File: config.mk
export PLATFORM = sky130hd
export DESIGN_NAME = contador_lectura
export DESIGN_NICKNAME = d
export VERILOG_FILES = /design/src/rtl/contador_lectura.sv
export SDC_FILE = /design/constraint.sdc
export NUM_CORES = 1
export LEC_CHECK = 0
export ABC_AREA = 1
export ABC_CLOCK_PERIOD_IN_PS = 4700
export CORE_MARGIN = 4
export CORE_UTILIZATION = 30
export CTS_CLUSTER_SIZE = 25
export DETAILED_ROUTE_END_ITERATION = 8
export GPL_TIMING_DRIVEN = 0
export PLACE_DENSITY_LB_ADDON = 0.15
export SYNTH_ARGS = -nofsm -noshare
export SYNTH_HDL_FRONTEND = slang
export SYNTH_SLANG_ARGS = --single-unit
File: constraint.sdc
create_clock -name clk -period 4.7 [get_ports clk]
set_input_delay 0.705 -clock clk [delete_from_list [all_inputs] [get_ports clk]]
set_output_delay 0.705 -clock clk [all_outputs]
set_load 0.03 [all_outputs]
File: src/rtl/contador_lectura.sv
// rtl/contador_lectura.sv - per-class saturating event counters with a 4-phase req/valid read port
module contador_lectura #(
    parameter int WIDTH = 16
) (
    input  logic             clk,
    input  logic             reset,
    input  logic             evt_valid,
    input  logic [1:0]       evt_class,
    input  logic             req,
    input  logic [1:0]       idx,
    input  logic             clear_on_read,
    output logic [WIDTH-1:0] data,
    output logic             valid,
    output logic             busy
);

    // Bit 0 set means "not idle", so busy comes straight from one flop and cannot glitch.
    typedef enum logic [1:0] {
        IDLE = 2'b00,
        RESP = 2'b01,
        HOLD = 2'b11
    } state_t;

    state_t           r_state;
    logic [WIDTH-1:0] r_cnt [4];
    logic [WIDTH-1:0] r_data;
    logic             r_valid;

    logic             w_capture;
    logic [3:0]       w_hit;
    logic [3:0]       w_clr;

    assign w_capture = (r_state == IDLE) && req;

    // Per-class event hit and clear-at-capture decode.
    always_comb begin
        w_hit = 4'b0000;
        w_clr = 4'b0000;
        for (int i = 0; i < 4; i++) begin
            w_hit[i] = evt_valid && (evt_class == 2'(i));
            w_clr[i] = w_capture && clear_on_read && (idx == 2'(i));
        end
    end

    // Counters run regardless of the read FSM; a clear keeps a same-edge event as count 1.
    always_ff @(posedge clk or negedge reset) begin
        if (!reset) begin
            for (int i = 0; i < 4; i++) r_cnt[i] <= '0;
        end else begin
            for (int i = 0; i < 4; i++) begin
                if (w_clr[i]) begin
                    r_cnt[i] <= WIDTH'(w_hit[i]);
                end else if (w_hit[i] && (r_cnt[i] != {WIDTH{1'b1}})) begin
                    r_cnt[i] <= r_cnt[i] + 1'b1;
                end
            end
        end
    end

    // Read handshake: capture in IDLE, pulse valid for one cycle, wait for req to fall.
    always_ff @(posedge clk or negedge reset) begin
        if (!reset) begin
            r_state <= IDLE;
            r_data  <= '0;
            r_valid <= 1'b0;
        end else begin
            case (r_state)
                IDLE: begin
                    r_valid <= 1'b0;
                    if (req) begin
                        r_data  <= r_cnt[idx];
                        r_valid <= 1'b1;
                        r_state <= RESP;
                    end
                end
                RESP: begin
                    r_valid <= 1'b0;
                    r_state <= req ? HOLD : IDLE;
                end
                HOLD: begin
                    r_valid <= 1'b0;
                    if (!req) r_state <= IDLE;
                end
                default: begin
                    r_valid <= 1'b0;
                    r_state <= IDLE;
                end
            endcase
        end
    end

    assign data  = r_data;
    assign valid = r_valid;
    assign busy  = r_state[0];

endmodule

# --- After elaboration in Yosys (flattened, before gate mapping) ---
# Index checks and enable logic that the tools add are counted.
# Widths: inputs -> output; s select.
totals:
  wordCells: 67
  register_bits: 83
  ram_bits: 0
  out_inout_bits: 18
  mem_bits_ro: 0
  latch_bits: 0
  in_bits: 9
  mem_count: 0
op_classes:
  div: 0
  add_sub_neg: 4
  eq_ne: 14
  muxes: 17
  n_reduce_logical: 23
  n_lt_le_gt_ge: 1
  n_shift: 0
  n_bitwise: 1
  multipliers: 0
ops:
  columns: ["op", "n"]
  rows:
  - ["$mux 16", 10]
  - ["$add 16x1->16 const B", 4]
  - ["$ne 16x16->1 const B", 4]
  - ["$bmux 16 s2", 1]
  - ["$logic_and 1x1->1", 14]
  - ["$eq 2x2->1 const B", 5]
  - ["$reduce_bool 2->1", 4]
  - ["$eq 2x1->1 const B", 3]
  - ["$logic_not 2->1", 3]
  - ["$mux 2", 3]
  - ["$pmux 2 s3", 1]
  - ["$ne 2x2->1 const B", 2]
  - ["$reduce_and 2->1", 2]
  - ["$ge 3x3->1 const B", 1]
  - ["$not 2->3", 1]
  - ["$mux 1", 2]

# --- Longest topological paths before layout ---
# Gate-level depths: netlist (run 1).
depth:
  ltp_word: 5
  ltp_mapped: 10
  mapped_depth_nobuf: 10

# --- Worst setup path after synthesis (run 1) ---
# No wires, ideal clock.
synth_timing:
  path_kind: "input-to-reg"
  startpoint: "input port req"
  endpoint: "register r_cnt[9] in the netlist's numbering"
  path_buffers: 1
  setup_slack_ns: 3.047
  required_ns: 4.583
  setup_ns: 0.117
  arrival_ns: 1.536
  stages: 8
  path_cell_list: "nand2_1 nor2_1 nand2_2 o21ai_1 inv_2 buf_6 nand2_1 nand2_1"
synth_via:
  elab_chain_cells: 4
synth_rtl:
  columns: ["item", "line", "source"]
  rows:
  - ["from (decl)", "9", "input logic req,"]
  - ["$logic_and 1x1->1 (*)", "33", "assign w_capture = (r_state == IDLE) && req;"]
  - ["$logic_and 1x1->1 (*) (2 in a row)", "41", "w_clr[i] = w_capture && clear_on_read && (idx == 2'(i));"]
  - ["$mux 16 / $reduce_bool 2->1 (equally long branches)", null, null]
  - ["to (signal, indexed assignment)", "52", "r_cnt[i] <= WIDTH'(w_hit[i]);"]
  - ["to (signal, indexed assignment)", "54", "r_cnt[i] <= r_cnt[i] + 1'b1;"]
  - ["to (decl)", "25", "logic [WIDTH-1:0] r_cnt [4];"]
# Mark *: on every way between the ends. The rest lies on a longest branch, timed or not.
# A chain may end at the register's enable or synchronous reset.

# --- Worst setup path in the final report (run 1) ---
# Same ends and word-level chain as after synthesis.

==> flow_summary_export.csv, run 1 <==
group,metric,value,unit
floorplan,initial_core_util,30.6,%
cells_and_area,insertedDiodeCount,0,
clock_network,cts_hold_buf,0,
global_route,grt_use_total,16.5,%
setup_path,critPathMaxStageDelay,490,ps
routing,final_antenna_net_count,0,
clock_network,ctsRootBufferMaster,"clkbuf_16",
power_and_ir_drop,power.density,365,mW/mm2
yosys,synth_warnings,0,
cells_and_area,final_util,36.2,%
sta,grt_setup_unrepaired,"no",
place,port_buffers,26,
clock_network,clkSinkCount,83,
cells_and_area,fill_cells,1711,
cells_and_area,seq_area,0.00208,mm2
routing,dr.pass1.iters,5,
clock_network,cts_tree,"done",
yosys,synthArstFlopShare,100,%
setup_path,crit_chain,"clkdlybuf4s50_1 -> nand2_1 -> nor2_1 -> nand2_2 -> o21ai_1 -> inv_2 -> buf_6 -> nand2_1 -> nand2_1",
setup_path,worst-endpoint-required,4940,ps
yosys,yosysMostFrequentCell,"nand2_1",
clock_network,numCtsBuffers,9,
yosys,synth_top_area_cell,"dfrtp_1",
yosys,ys_ff_latch,83,
floorplan,die_y,138,um
sta,clock.fmax,423,MHz
yosys,netlist_top_cells_count,"nand2_1 (240), nor2_1 (86), dfrtp_1 (83)",
setup_path,critPathKind,"input port to flop",
clock_network,cts_resized,0,
clock_network,cts_setup_buffers,0,
yosys,synth.distinct_cells,32,
global_route,grt_pass1_wl,24100,um
sta,skew,6.39,ps
yosys,synth_nets,711,
yosys,syn_inst,698,
floorplan,core,0.0165,mm2
place,dp_hpwl,11200,um
yosys,synthTopCellsByArea,"dfrtp_1 (41%), nand2_1 (18%), nand3_1 (7.6%)",
setup_path,crit_fanout,10,
routing,via_per_inst,4.81,
sta,slew_headroom,61.3,%
hold_path,hp-class,"input port to async pin",
run_status,status,"completed",
run,drv_cap,0,
cells_and_area,drive_gt1_share,6.34,%
clock_network,clk_latency,350,ps
yosys,ys_seq_area_share,41.1,%
sta,worst_pin_slew,576,ps
setup_path,crit_slowest_cell,"clkdlybuf4s50_1",
global_route,grt_max_degree,43,
setup_path,arrival,2610,ps
sta,hold-worst-slack,352,ps
global_route,grt-ovfl-total,0,
floorplan,die_area,0.0190,mm2
setup_path,start_kind,"input port",
setup_path,cpMostUsedCell,"nand2_1",
setup_path,worst_r2r_path_depth,9,
cells_and_area,areaGrowthSynthToFinish,18.6,%
routing,drc,0,
clock_network,clk_path_buf_depth,2,
yosys,yosys.area.top_type_share,41.1,%
sta,fin_crit,2370,ps
routing,drt-total-wl,14800,um
floorplan,io_pins,27,
clock_network,h-tree-depth,3,
sta,tns,0,ps
sta,finalCritPeriodShare,50.4,%
yosys,synth_flop_cell,"dfrtp_1",
yosys,synth_area_per_cell,7.23,um2
setup_path,crit_path_end_kind,"flop",
place,place.gp.congestion,0.891,
setup_path,r2r_start,"r_state[0]$_DFFE_PN0P_",
routing,vias,4625,
yosys,netlist_area,0.00505,mm2
global_route,antenna_found_initial,0,
routing,wl_per_cell,15.4,um
cells_and_area,nNetsFinal,749,
global_route,grt_pass1_vias,4453,
yosys,synth-edff-count,0,
floorplan,num_rows,47,
cells_and_area,multi_input_area,0.00267,mm2
clock_network,path_clk_slew,60,ps
routing,drt_iter0_markers,419,
sta,final_max_slew_viol_count,0,
power_and_ir_drop,p_leak,2.79,nW
setup_path,r2r-end,"r_cnt[9]$_DFFE_PN0P_",
sta,setup_viol,0,
power_and_ir_drop,ir_worst_vdd,196,uV
setup_path,r2r_slack,2700,ps
sta,finalHoldViolations,0,
floorplan,die_x,138,um
## logic make-up after synthesis
kind of cell    count (synthesis)  synth area share [%]
buf+inv                        71                  6.00
simple gates                  446                  37.4
flops                          83                  41.1
xor+xnor                       34                  5.90
fa+ha+maj                       4                 0.991
compound gates                 60                  8.57
## how the worst max path moves through the flow
stage / startpoint / cells after the start / slack, ps / end
after detailed placement: req / 9 / 1950 / r_cnt[9]$_DFFE_PN0P_
after CTS: req / 9 / 2330 / r_cnt[9]$_DFFE_PN0P_
after global placement: reset / 1 / -260 / r_cnt[45]$_DFFE_PN0P_
after global routing: req / 9 / 2140 / r_cnt[6]$_DFFE_PN0P_
after floorplan: req / 8 / 3050 / r_cnt[9]$_DFFE_PN0P_
final: req / 9 / 2330 / r_cnt[9]$_DFFE_PN0P_
## critical path: cells and delay by family
kind / cells / cell delay, ps
compound gates: 1 / 190
buf+inv: 3 / 730
simple gates: 5 / 970
## state kept, by name, summed over array words and instances (netlist names)
signal   flops
valid        1
r_cnt       64
data        16
r_state      2
## cell type report
type / count / share of cell area, %
Buffer: 19 / 1.80
Clock buffer: 12 / 4.28
Clock inverter: 4 / 2.01
Inverter: 52 / 3.26
Multi-Input combinational cell: 544 / 44.6
Sequential cell: 83 / 34.7
Tap cell: 220 / 4.60
Timing Repair Buffer: 27 / 4.76
## stage by stage
step | instances | setup slack, ps | instance area, um2 | power (mW)
3_3_place_gp | 944 | -263 | 5590 | 1.29
5_1_grt | 961 | 2140 | 5990 | 2.29
6_report | 961 | 2330 | 5990 | 2.19
4_1_cts | 961 | 2330 | 5990 | 2.21
3_5_place_dp | 945 | 1950 | 5610 | 1.30
2_1_floorplan | 698 | 3050 | 5050 | 1.13
## report_power, final
part	switching, mW	internal (mW)
Clock	0.298	0.603
Combinational	0.216	0.150
Sequential	0.121	0.798
Total	0.635	1.55
## placed cells by master, fill, tap and decap left out, types with 3 or more instances in the layout
master | Yosys | final
nand4_1 | 19 | 19
o21bai_1 | 5 | 5
clkbuf_16 | 0 | 9
a31oi_1 | 9 | 9
nor3_1 | 5 | 5
inv_1 | 48 | 48
bufinv_16 | 0 | 4
nand2_2 | 5 | 5
nand3b_1 | 3 | 3
ha_1 | 4 | 4
a22oi_1 | 22 | 22
nand3_1 | 77 | 77
inv_2 | 3 | 3
nor2_1 | 86 | 86
dfrtp_1 | 83 | 83
xor2_1 | 25 | 25
a41oi_1 | 7 | 7
clkbuf_1 | 9 | 10
clkdlybuf4s50_1 | 0 | 25
xnor2_1 | 9 | 9
buf_2 | 5 | 5
a21oi_1 | 7 | 7
o21ai_0 | 6 | 6
nor2_2 | 6 | 6
buf_6 | 4 | 4
nand2_1 | 240 | 240
## routing by layer
layer	routed length, um	GRT usage (%)
met1	7270	23.0
met2	6480	25.2
met3	502	2.26
met4	512	7.63
met5	0	0
Power figures use the tool's default switching activity.
==> run 2, diff against run 1 <==
- ABC_CLOCK_PERIOD_IN_PS: 4700 -> 2100
- clock period: 4.7 -> 2.1 ns (I/O delays scaled with it)
==> run 2 against run 1 <==
Net effect: cell count rose by 0.10%; combinational power rose by 120%; utilization increased by 0.11 points; power rose by 120%; sequential power grew 120%; non-clock buffer count is 1 higher; critical endpoint unchanged; largest power group unchanged; highest routed layer unchanged.
==> flow_summary_export.csv, run 2 (same netlist as run 1, synthesis figures left out) <==
group,metric,value,unit
setup_path,critPathMaxStageDelay,400,ps
power_and_ir_drop,pwr-share-clk,41.2,%
global_route,grt_use_total,16.5,%
setup_path,arrival,2080,ps
cells_and_area,regMostFlops,"r_cnt",
sta,fin_crit,1840,ps
run_status,status,"completed",
clock_network,ctsRootBufferMaster,"clkbuf_16",
power_and_ir_drop,power_frac_comb,16.8,%
floorplan,num_rows,47,
global_route,grt_max_degree,43,
cells_and_area,largest_reg_flops,64,
power_and_ir_drop,p_seq_share,42.0,%
floorplan,die_x,138,um
sta,final_max_slew_viol_count,0,
cells_and_area,final_common_cell,"nand2_1",
routing,dr.pass1.iters,5,
setup_path,cpMostUsedCell,"nand2_1",
floorplan,die_y,138,um
sta,hold-worst-slack,464,ps
sta,finalHoldViolations,0,
global_route,grt-ovfl-total,0,
setup_path,start_kind,"flop",
global_route,grt_pass1_wl,24100,um
cells_and_area,drive_gt1_share,6.74,%
sta,grt_setup_unrepaired,"no",
clock_network,path_clk_slew,60,ps
routing,drc,0,
setup_path,crit_path_end_kind,"flop",
clock_network,clkSinkCount,83,
global_route,grt_pass1_vias,4453,
routing,drt_iter0_markers,422,
power_and_ir_drop,p_leak,2.79,nW
global_route,antenna_found_initial,0,
cells_and_area,design_area,0.00600,mm2
routing,drt-total-wl,14800,um
floorplan,io_pins,27,
sta,clock.fmax,544,MHz
setup_path,critPathKind,"flop to flop",
setup_path,crit_fanout,10,
routing,final_antenna_net_count,0,
cells_and_area,nNetsFinal,750,
clock_network,numCtsBuffers,9,
power_and_ir_drop,finalPower,4.90,mW
setup_path,worst-endpoint-required,2340,ps
power_and_ir_drop,ir_worst_vdd,445,uV
clock_network,cts_tree,"done",
sta,setup_viol,0,
routing,wl_per_cell,15.4,um
place,place_area,0.00561,mm2
floorplan,initial_core_util,30.6,%
routing,vias,4656,
place,dp_hpwl,11200,um
floorplan,die_area,0.0190,mm2
place,port_buffers,26,
sta,finalCritPeriodShare,87.5,%
power_and_ir_drop,p_int,3.47,mW
power_and_ir_drop,swShare,29.2,%
clock_network,clk_latency,350,ps
power_and_ir_drop,power.density,816,mW/mm2
setup_path,crit_chain,"nor2_1 -> nand2_1 -> nor2_2 -> nand2_2 -> o21ai_1 -> inv_2 -> buf_6 -> nand2_1 -> nand2_1",
floorplan,core,0.0165,mm2
clock_network,h-tree-depth,3,
setup_path,crit_slowest_cell,"dfrtp_1",
routing,via_per_inst,4.84,
place,place.gp.congestion,0.891,
clock_network,cts_setup_buffers,0,
cells_and_area,final_cell_mix,"nand2_1 (240), nor2_1 (83), dfrtp_1 (83)",
sta,worst_pin_slew,578,ps
power_and_ir_drop,switchingPower,1.43,mW
hold_path,hp-class,"flop to flop",
run,drv_cap,0,
sta,slew_headroom,61.1,%
cells_and_area,areaGrowthSynthToFinish,18.9,%
sta,skew,6.41,ps
cells_and_area,insertedDiodeCount,0,
clock_network,clk_path_buf_depth,2,
run 2: power by group through the flow:
stage / registers, mW / logic, mW / clock network [mW]
after floorplan: 2.10 / 0.426 / 0
after global placement: 2.08 / 0.805 / 0
after detailed placement: 2.08 / 0.827 / 0
after CTS: 2.05 / 0.833 / 2.07
after global routing: 2.08 / 0.927 / 2.12
final: 2.06 / 0.822 / 2.02
run 2: path summary, 6_finish.rpt:
check / start / end / slack, ps / cells after the start
setup / recovery: r_state[0]$_DFFE_PN0P_ / r_cnt[9]$_DFFE_PN0P_ / 260 / 9
hold / removal: r_state[1]$_DFFE_PN0P_ / r_state[0]$_DFFE_PN0P_ / 460 / 1
setup reg to reg: r_state[0]$_DFFE_PN0P_ / r_cnt[9]$_DFFE_PN0P_ / 260 / 9
hold reg to reg: r_state[1]$_DFFE_PN0P_ / r_state[0]$_DFFE_PN0P_ / 460 / 1
max in group asynchronous: reset / r_cnt[46]$_DFFE_PN0P_ / 970 / 3
min in group asynchronous: reset / r_cnt[7]$_DFFE_PN0P_ / 510 / 2
run 2: critical path: cells and delay by family (launching register included):
| family | cells | cell delay [ps] |
|---|---|---|
| and+or+nand+nor | 6 | 900 |
| DFF | 1 | 400 |
| buffers and inverters | 2 | 240 |
| AOI/OAI and AO/OA | 1 | 180 |
run 2: timing repair:
item	in CTS	in global routing
gates resized for setup	0	3
setup endpoints to repair	0	44
hold endpoints to repair	22	0
hold buffers	1	0
run 2: final cells by class:
cell class,instances,area (um2)
flip-flops and latches,83,2080
plain buffers,19,108
well taps,220,275
clock buffers,12,256
inverters,52,195
repair buffers,28,295
fillers,1713,10500
clock inverters,4,120
multi-input cells,544,2680
run 2: layer usage:
layer	vias up	part of all wire, %	GRT usage [%]
met2	94	44	25.2
met1	2160	49	23.0
met4	0	3.5	7.63
met5	-	0	0
li1	2375	-	-
met3	27	3.5	2.26
run 2: per-stage QoR:
stage / worst slack [ps] / utilization (%) / cells / TNS [ps]
after floorplan: 522 / - / 698 / 0
after global placement: -2470 / 33.8 / 944 / -214750
after detailed placement: -255 / 34.0 / 945 / -10400
after CTS: 87.8 / 36.3 / 962 / 0
after global routing: 28.9 / 36.3 / 962 / 0
final: 261 / 36.3 / 962 / 0
==> run 3, diff against run 2 <==
- RECOVER_POWER: not set -> 25
- TNS_END_PERCENT: not set -> 30
==> run 3 against run 2 <==
Net effect: sequential power hardly changed; combinational power is essentially flat; utilization about the same; sequential cell count unchanged; cell count unchanged; wire length about the same; critical path depth is 1 lower; worst setup slack lost 49 ps; maximum frequency decreased by 2.6%; clock-buffer cell count is the same; highest routed layer unchanged.
==> flow_summary_export.csv, run 3 (same netlist as run 1, synthesis figures left out) <==
group,metric,value,unit
cells_and_area,insertedDiodeCount,0,
sta,fin_crit,1890,ps
cells_and_area,areaGrowthSynthToFinish,18.9,%
routing,dr.pass1.iters,5,
sta,grt_setup_unrepaired,"no",
floorplan,die_x,138,um
sta,worst_pin_slew,1130,ps
cells_and_area,drive_gt1_share,6.74,%
run,drv_cap,0,
sta,finalHoldViolations,0,
clock_network,numCtsBuffers,9,
hold_path,holdPathStages,1,
clock_network,path_clk_slew,60,ps
global_route,antenna_found_initial,0,
routing,drc,0,
clock_network,cts_tree,"done",
global_route,grt-ovfl-total,0,
hold_path,hp-class,"flop to flop",
clock_network,clk_path_buf_depth,2,
setup_path,crit_fanout,5,
clock_network,cts_setup_buffers,0,
routing,wl_per_cell,15.4,um
floorplan,io_pins,27,
cells_and_area,final_cell_mix,"nand2_1 (240), nor2_1 (83), dfrtp_1 (83)",
hold_path,min_to,"r_state[0]$_DFFE_PN0P_",
sta,clock.fmax,530,MHz
run_status,status,"completed",
power_and_ir_drop,finalPower,4.90,mW
cells_and_area,stdcell_count,962,
floorplan,die_y,138,um
cells_and_area,regMostFlops,"r_cnt",
sta,slew_headroom,24.6,%
global_route,grt_use_total,16.5,%
global_route,grt_max_degree,43,
routing,drt_iter0_markers,422,
clock_network,h-tree-depth,3,
routing,drt-total-wl,14800,um
cells_and_area,nNetsFinal,750,
setup_path,r2r_slack,260,ps
setup_path,crit_path_end_kind,"flop",
floorplan,initial_core_util,30.6,%
global_route,grt_pass1_vias,4453,
clock_network,clk_latency,350,ps
sta,final_max_slew_viol_count,0,
place,place_area,0.00561,mm2
routing,vias,4651,
floorplan,die_area,0.0190,mm2
setup_path,critPathKind,"input port to flop",
setup_path,arrival,2180,ps
sta,finalCritPeriodShare,89.9,%
setup_path,worst-endpoint-required,2390,ps
setup_path,start_kind,"input port",
place,port_buffers,26,
clock_network,clkSinkCount,83,
setup_path,r2r_start,"r_state[0]$_DFFE_PN0P_",
place,dp_hpwl,11200,um
hold_path,worstHoldStart,"r_state[1]$_DFFE_PN0P_",
power_and_ir_drop,p_leak,2.79,nW
sta,setup_viol,0,
setup_path,worst_r2r_path_depth,9,
routing,via_per_inst,4.83,
sta,hold-worst-slack,464,ps
clock_network,ctsRootBufferMaster,"clkbuf_16",
cells_and_area,seq_area,0.00208,mm2
place,dp.cells,945,
cells_and_area,design_area,0.00600,mm2
setup_path,r2r-end,"r_cnt[9]$_DFFE_PN0P_",
power_and_ir_drop,ir_worst_vdd,444,uV
cells_and_area,fill_cells,1714,
floorplan,core,0.0165,mm2
place,place.gp.congestion,0.891,
cells_and_area,final_common_cell,"nand2_1",
cells_and_area,largest_reg_flops,64,
sta,skew,6.40,ps
power_and_ir_drop,power.density,817,mW/mm2
global_route,grt_pass1_wl,24100,um
cells_and_area,multi_input_area,0.00268,mm2
routing,final_antenna_net_count,0,
floorplan,num_rows,47,
run 3: cell type report:
cell class              count  share of cell area [%]
multi-input cells         544                    44.6
flip-flops and latches     83                    34.6
repair buffers             28                    4.88
well taps                 220                    4.59
clock buffers              12                    4.27
inverters                  52                    3.25
clock inverters             4                    2.00
plain buffers              19                    1.79
run 3: worst max-delay path, cell delays in order:
cell           delay [ps]
dlygate4sd3_1         570
nand2_1               230
nor2_2                130
nand2_1               150
inv_1                 100
nor3_1                460
nand2_1               130
nand2_1                80
run 3: worst max path at each step:
| stage | from | to | slack [ps] | depth (start not counted) |
|---|---|---|---|---|
| after floorplan | r_state[0]$_DFFE_PN0P_ | r_cnt[9]$_DFFE_PN0P_ | 520 | 9 |
| after global placement | reset | r_cnt[45]$_DFFE_PN0P_ | -2470 | 1 |
| after detailed placement | req | r_cnt[9]$_DFFE_PN0P_ | -260 | 9 |
| after CTS | r_state[0]$_DFFE_PN0P_ | r_cnt[9]$_DFFE_PN0P_ | 90 | 9 |
| after global routing | r_cnt[0]$_DFFE_PN0P_ | r_cnt[6]$_DFFE_PN0P_ | 30 | 10 |
| final | req | r_cnt[63]$_DFFE_PN0P_ | 210 | 8 |
run 3: power by group:
part	total, mW	internal (mW)	switching, mW
clock	2.02	1.35	0.673
combinational	0.821	0.337	0.484
sequential	2.06	1.79	0.273
run 3: metrics by stage:
step / setup slack [ps] / utilization, % / TNS, ps
after floorplan: 522 / - / 0
after CTS: 87.8 / 36.3 / 0
after detailed placement: -255 / 34.0 / -10400
after global placement: -2470 / 33.8 / -214750
after global routing: 28.9 / 36.3 / 0
final: 212 / 36.3 / 0
run 3: routing by layer:
metal	part of all wire (%)	global-route usage, %
met5	0	0
met3	3.2	2.26
met1	50	23.0
met4	3.5	7.63
met2	44	25.2
run 3: timing repair:
item | 4_1_cts | 5_1_grt
setup endpoints to repair | 0 | 44
endpoints found under the hold margin | 22 | 0
hold buffers | 1 | 0
gates resized for setup | 0 | 3
